**config.mk**
```make
export PLATFORM = sky130hd
export DESIGN_NAME = ov7670_cam_emu
export DESIGN_NICKNAME = d
export VERILOG_FILES = /design/src/rtl/ov7670_cam_emu.sv
export SDC_FILE = /design/constraint.sdc
export NUM_CORES = 1
export LEC_CHECK = 0
export ABC_AREA = 1
export ABC_CLOCK_PERIOD_IN_PS = 3840
export CORE_MARGIN = 2
export CORE_UTILIZATION = 40
export CTS_BUF_LIST = sky130_fd_sc_hd__clkbuf_4 sky130_fd_sc_hd__clkbuf_8 sky130_fd_sc_hd__clkbuf_16
export DETAILED_ROUTE_END_ITERATION = 8
export GPL_ROUTABILITY_DRIVEN = 0
export SLEW_MARGIN = 10
export SYNTH_ARGS = -nofsm -noshare
export SYNTH_HDL_FRONTEND = slang
export SYNTH_SLANG_ARGS = --single-unit
export TNS_END_PERCENT = 5
```
**constraint.sdc**
```tcl
create_clock -name clk -period 3.84 [get_ports clk]
set_input_delay 0.384 -clock clk [delete_from_list [all_inputs] [get_ports clk]]
set_output_delay 0.384 -clock clk [all_outputs]
set_load 0.01 [all_outputs]
```
**src/rtl/ov7670_cam_emu.sv**
```systemverilog
// OV7670 pixel-bus emulator: drives pclk/vsync/href/d like the sensor so the
// capture path can be brought up without a camera.
//
// state    | meaning
// ---------+----------------------------------------------------------
// S_IDLE   | pclk parked low, all bus outputs low, waiting for enable
// S_VSYNC  | vsync high for c_vsync_lines line periods
// S_VBACK  | blank line periods after vsync
// S_ACTIVE | c_img_rows lines, href high for the first 2*c_img_cols pclks
// S_VFRONT | blank line periods; frame ends when this state is left
module ov7670_cam_emu #(
  parameter int c_img_cols     = 320,
  parameter int c_img_rows     = 240,
  parameter int c_pclk_half    = 2,
  parameter int c_hblank       = 16,
  parameter int c_vsync_lines  = 3,
  parameter int c_vback_lines  = 17,
  parameter int c_vfront_lines = 10
) (
  input  logic       clk,
  input  logic       rst,
  input  logic       enable,
  input  logic       rgbmode,
  output logic       pclk,
  output logic       vsync,
  output logic       href,
  output logic [7:0] d,
  output logic [7:0] frame_cnt,
  output logic       frame_done
);

  localparam int c_line_len = 2 * c_img_cols + c_hblank;
  localparam int c_div_w    = (c_pclk_half > 1) ? $clog2(c_pclk_half) : 1;
  localparam int c_cnt_w    = 16;
  localparam logic [c_div_w-1:0] c_div_reload = c_div_w'(c_pclk_half - 1);

  typedef enum logic [2:0] {
    S_IDLE, S_VSYNC, S_VBACK, S_ACTIVE, S_VFRONT
  } state_t;

  state_t               r_state, w_state_nxt;
  logic [c_div_w-1:0]   r_div;
  logic [c_cnt_w-1:0]   r_pos, w_pos_nxt;
  logic [c_cnt_w-1:0]   r_line, w_line_nxt;
  logic [c_cnt_w-1:0]   w_lines_in_state;
  logic [7:0]           r_fcnt, w_fcnt_nxt;
  logic                 r_rgb, w_rgb_nxt;
  logic                 r_pclk, r_vsync, r_href, r_done;
  logic [7:0]           r_d;
  logic                 w_fall, w_start, w_done_nxt;
  logic                 w_vsync_nxt, w_href_nxt;
  logic [7:0]           w_d_nxt, w_col, w_row, w_byte;

  // Everything on the bus moves only on the clk edge where pclk falls, so
  // the receiver always sees stable data at its rising-edge sample point.
  assign w_start = (r_state == S_IDLE) && enable;
  assign w_fall  = (r_state != S_IDLE) && r_pclk && (r_div == '0);

  // Number of line periods spent in the current state.
  always_comb begin
    w_lines_in_state = c_cnt_w'(1);
    case (r_state)
      S_VSYNC:  w_lines_in_state = c_cnt_w'(c_vsync_lines);
      S_VBACK:  w_lines_in_state = c_cnt_w'(c_vback_lines);
      S_ACTIVE: w_lines_in_state = c_cnt_w'(c_img_rows);
      S_VFRONT: w_lines_in_state = c_cnt_w'(c_vfront_lines);
      default:  w_lines_in_state = c_cnt_w'(1);
    endcase
  end

  // Next-state, position counters, frame counter and rgbmode latch.
  always_comb begin
    w_state_nxt = r_state;
    w_pos_nxt   = r_pos;
    w_line_nxt  = r_line;
    w_fcnt_nxt  = r_fcnt;
    w_rgb_nxt   = r_rgb;
    w_done_nxt  = 1'b0;
    if (w_start) begin
      w_state_nxt = S_VSYNC;
      w_pos_nxt   = '0;
      w_line_nxt  = '0;
      w_rgb_nxt   = rgbmode;
    end else if (w_fall) begin
      if (r_pos != c_cnt_w'(c_line_len - 1)) begin
        w_pos_nxt = r_pos + c_cnt_w'(1);
      end else begin
        w_pos_nxt = '0;
        if (r_line != w_lines_in_state - c_cnt_w'(1)) begin
          w_line_nxt = r_line + c_cnt_w'(1);
        end else begin
          w_line_nxt = '0;
          case (r_state)
            S_VSYNC:  w_state_nxt = S_VBACK;
            S_VBACK:  w_state_nxt = S_ACTIVE;
            S_ACTIVE: w_state_nxt = S_VFRONT;
            S_VFRONT: begin
              // enable is only looked at here, so a frame is never cut short
              w_done_nxt = 1'b1;
              w_fcnt_nxt = r_fcnt + 8'd1;
              if (enable) begin
                w_state_nxt = S_VSYNC;
                w_rgb_nxt   = rgbmode;
              end else begin
                w_state_nxt = S_IDLE;
              end
            end
            default:  w_state_nxt = S_IDLE;
          endcase
        end
      end
    end
  end

  // Bus values for the pclk period that starts at this fall.
  always_comb begin
    w_col       = w_pos_nxt[8:1];
    w_row       = w_line_nxt[7:0];
    w_vsync_nxt = (w_state_nxt == S_VSYNC);
    w_href_nxt  = (w_state_nxt == S_ACTIVE) &&
                  (w_pos_nxt < c_cnt_w'(2 * c_img_cols));
    if (w_rgb_nxt) begin
      w_byte = w_pos_nxt[0] ? {w_row[4:2], w_fcnt_nxt[4:0]}
                            : {w_col[7:3], w_row[7:5]};
    end else begin
      w_byte = w_pos_nxt[0] ? w_col : 8'h80;
    end
    w_d_nxt = w_href_nxt ? w_byte : 8'h00;
  end

  // FSM state and counters.
  always_ff @(posedge clk or negedge rst) begin
    if (!rst) begin
      r_state <= S_IDLE;
      r_pos   <= '0;
      r_line  <= '0;
      r_fcnt  <= '0;
      r_rgb   <= 1'b0;
      r_done  <= 1'b0;
    end else begin
      r_state <= w_state_nxt;
      r_pos   <= w_pos_nxt;
      r_line  <= w_line_nxt;
      r_fcnt  <= w_fcnt_nxt;
      r_rgb   <= w_rgb_nxt;
      r_done  <= w_done_nxt;
    end
  end

  // pclk divider: down-counter reloads and toggles pclk on terminal count.
  always_ff @(posedge clk or negedge rst) begin
    if (!rst) begin
      r_div  <= '0;
      r_pclk <= 1'b0;
    end else if (w_start) begin
      r_div  <= c_div_reload;
      r_pclk <= 1'b0;
    end else if (r_state != S_IDLE) begin
      if (w_state_nxt == S_IDLE) begin
        r_div  <= '0;
        r_pclk <= 1'b0;
      end else if (r_div == '0) begin
        r_div  <= c_div_reload;
        r_pclk <= ~r_pclk;
      end else begin
        r_div  <= r_div - c_div_w'(1);
      end
    end
  end

  // Registered bus outputs, updated at frame start and on pclk falls.
  always_ff @(posedge clk or negedge rst) begin
    if (!rst) begin
      r_vsync <= 1'b0;
      r_href  <= 1'b0;
      r_d     <= 8'h00;
    end else if (w_start || w_fall) begin
      r_vsync <= w_vsync_nxt;
      r_href  <= w_href_nxt;
      r_d     <= w_d_nxt;
    end
  end

  assign pclk       = r_pclk;
  assign vsync      = r_vsync;
  assign href       = r_href;
  assign d          = r_d;
  assign frame_cnt  = r_fcnt;
  assign frame_done = r_done;

endmodule

```
==> impl_results.md <==
* Outcome: finished clean
* WL final at 11.3 mm
* Port Buf Inserts at 23
* Largest net degree at the start of global routing at 45
* Critical path, cell by cell: nor2_2 -> nand2_2 -> inv_1 -> nor2_1 -> ha_1 -> ha_1 -> inv_1 -> nand2_1 -> nand2_1 -> nor2_1 -> nand3_1 -> nor2_2 -> nand2_1 -> nor2_4 -> nand3_1 -> nand3_2 -> nand2_4 -> clkinv_4 -> nand3_1 -> nand3_1 -> nand2_1
* Post-CTS resize count at 0
* Core area at 0.00982 mm^2
* Worst EP required at 4.08 ns
* Die X at 105 um
* Final setup fails at 0
* LEAKAGE at 0.00231 uW
* Post-CTS setup buffer count at 0
* Critical path's slowest cell: dfrtp_1
* WS Path Type: reg2reg
* Tightest Pin Transition at 1.04 ns
* Synth async-reset ratio at 100%
* Hold crit path type: in2async
* Layout cells sized above 1 at 9.72%
* Area contributors post-synth: dfrtp_1, nand2_1, nand3_1
* Synth Net Count at 615
* CTS tree: built
* Slew HR at 30.7%
* Post-DRT Antenna Nets at 0
* Die H at 105 um
* Post-Syn Area at 0.00405 mm^2
* P&R area growth vs syn at 14.4%
* Clk Tree Root Cell: clkbuf_8
* Clk sinks at 57
* Worst-path maximum fanout at 12
* Setup_tns at 0 ns
* DRC Markers at 0
* Maxcap violations at 0
* All-Layer GR Usage at 21.7%
* GR Overflow Total at 0
* Initial core utilization at 41.2%
* Yosys top cell area share at 35.2%
* #FFs+latches synth at 57
* Io pins at 24
* Synth unique cells at 39
* CP Capture Type: flip-flop
* Hold Buf Count CTS at 0
* Worst path max stage delay at 0.47 ns
* Ys Warns at 0
* Vias in the first global route at 3,881
* VDD IR-drop max at 203 uV
* WL/cell at 14.6 um
* Via count at 3,968
* Skew-Pair Late Insertion Delay at 0.34 ns
* Max Fclk at 0.297 GHz
* Syn Area/Cell at 6.69 um^2
* Largest area contributor in the netlist: dfrtp_1
* First-pass detailed-route iteration total at 5
* Max Root-Sink Buffers at 2
* H-tree levels at 3
* Hold WS at 0.223 ns
* Nets at 643
* Final clock skew at 0.0112 ns
* Ant. Diodes at 0
* Row cnt at 36
* Pins Over Slew Limit at 0
* Cts bufs inserted at 9
* Tcrit/Tclk final at 87.8%
* Crit start category: flip-flop
* RSZ-0062 raised after global routing: no
* Post-synth top flop: dfrtp_1
* Hpwl dp at 8.46 mm
* Syn Inst Count at 605
* Sequential fraction of the synthesis area at 35.2%
* Final Hold Fails at 0
* Power density over the cells at 410 mW/mm^2
* EDFF count, synth at 0
* Vias per inst at 5.15
* Die ar. at 0.0109 mm^2
* First-pass GRT wire length at 19.0 mm
* Worst-path clk slew at 0.08 ns
* Fin crit period at 3.37 ns
* Critical path arrival at 3.61 ns
* Antenna violations before repair at 0
* Initial DRC count at 261
## where the power goes
part / internal, uW / switching (uW) / total, uW / leakage, uW
clock: 384 / 278 / 662 / 0.000109
sequential: 668 / 98.2 / 767 / 0.000708
combinational: 143 / 330 / 472 / 0.00149
total: 1200 / 705 / 1900 / 0.00231
## worst max-delay path, delay by kind of cell, from the launching register on
family | cells | cell delay (ns)
adders and majority gates | 2 | 0.57
and+or+nand+nor | 16 | 1.90
DFF | 1 | 0.47
buffers and inverters | 3 | 0.31
## cell type report
cell class                 instances  area (um^2)
inverter                          86          328
clock inverter                     6         88.8
clock buffer                      10          138
timing repair buffer              25          240
multi-input combinational        454         2250
sequential                        57         1430
tap                              133          166
fill                            1026         5190
## cell families (layout without fill, tap and decap cells)
kind of cell	Yosys count	count (layout)	synth area share [%]
buffers and inverters	94	127	9.33
flip-flops	57	57	35.2
AND/OR/NAND/NOR	394	394	44.8
other	1	1	0.0926
AO/OA/AOI/OAI	44	44	6.73
adder cells (fa/ha/maj)	6	6	1.85
XOR/XNOR	9	9	1.95
## path summary, 6_finish.rpt
path / start / cells past startpoint / endpoint / slack [ns]
hold reg to reg: frame_cnt[7] / 1 / frame_cnt[7] / 0.48
hold / removal: rst / 1 / r_line[12] / 0.22
min in group clk: frame_cnt[7] / 1 / frame_cnt[7] / 0.48
max in group asynchronous: rst / 2 / r_line[10] / 2.82
setup reg to reg: r_state[1] / 21 / d[0] / 0.47
setup / recovery: r_state[1] / 21 / d[0] / 0.47
## sequential cells by signal, indices dropped and copies added, names as in the netlist
signal      count
r_line         16
r_pos          16
d               8
frame_cnt       8
r_state         3
frame_done      1
href            1
pclk            1
r_div           1
r_rgb           1
vsync           1
## Yosys cell counts, types with 5 or more instances
master / n
nand2_1: 202
inv_1: 73
nor2_1: 68
nand3_1: 60
dfrtp_1: 57
nand4_1: 21
o21ai_0: 17
inv_2: 10
nor3_1: 8
o22ai_1: 7
xor2_1: 7
a21oi_1: 6
ha_1: 6
nand3_2: 6
nor2_2: 6
nor2_4: 6
nand2_2: 5
## per-layer routing
layer	global-route usage, %	up-vias	wire length [um]
met3	3.37	22	446
met1	29.7	1854	5450
met4	8.38	0	213
met5	0	-	0
met2	34.6	98	5180
li1	-	1994	-
## through the flow
stage	std cells	total power, uW	util (%)	setup slack, ns	area (um^2)
after floorplan	605	1100	-	0.988	4050
after global placement	755	1230	44.9	0.620	4410
after detailed placement	755	1240	44.9	0.520	4410
after CTS	771	1910	47.2	0.499	4630
after global routing	771	2030	47.2	0.154	4630
final	771	1900	47.2	0.470	4630
## layout by cell type (no fill, tap or decap), types with 3 or more instances in the layout
master             n
nand3_2            6
o21bai_1           3
xor2_1             7
o21ai_1            4
clkbuf_8          10
o22ai_1            7
nand2_4            3
nor2_4             6
nand2_2            5
ha_1               6
nand2_1          202
nand3b_1           3
o21ai_0           17
nand3_1           60
nor2_1            68
nor2_2             6
nand4_1           21
clkdlybuf4s50_1   22
a21oi_1            6
inv_1             73
dfrtp_1           57
nor3_1             8
inv_2             10
Note: power is estimated with default switching activity, not from simulation.
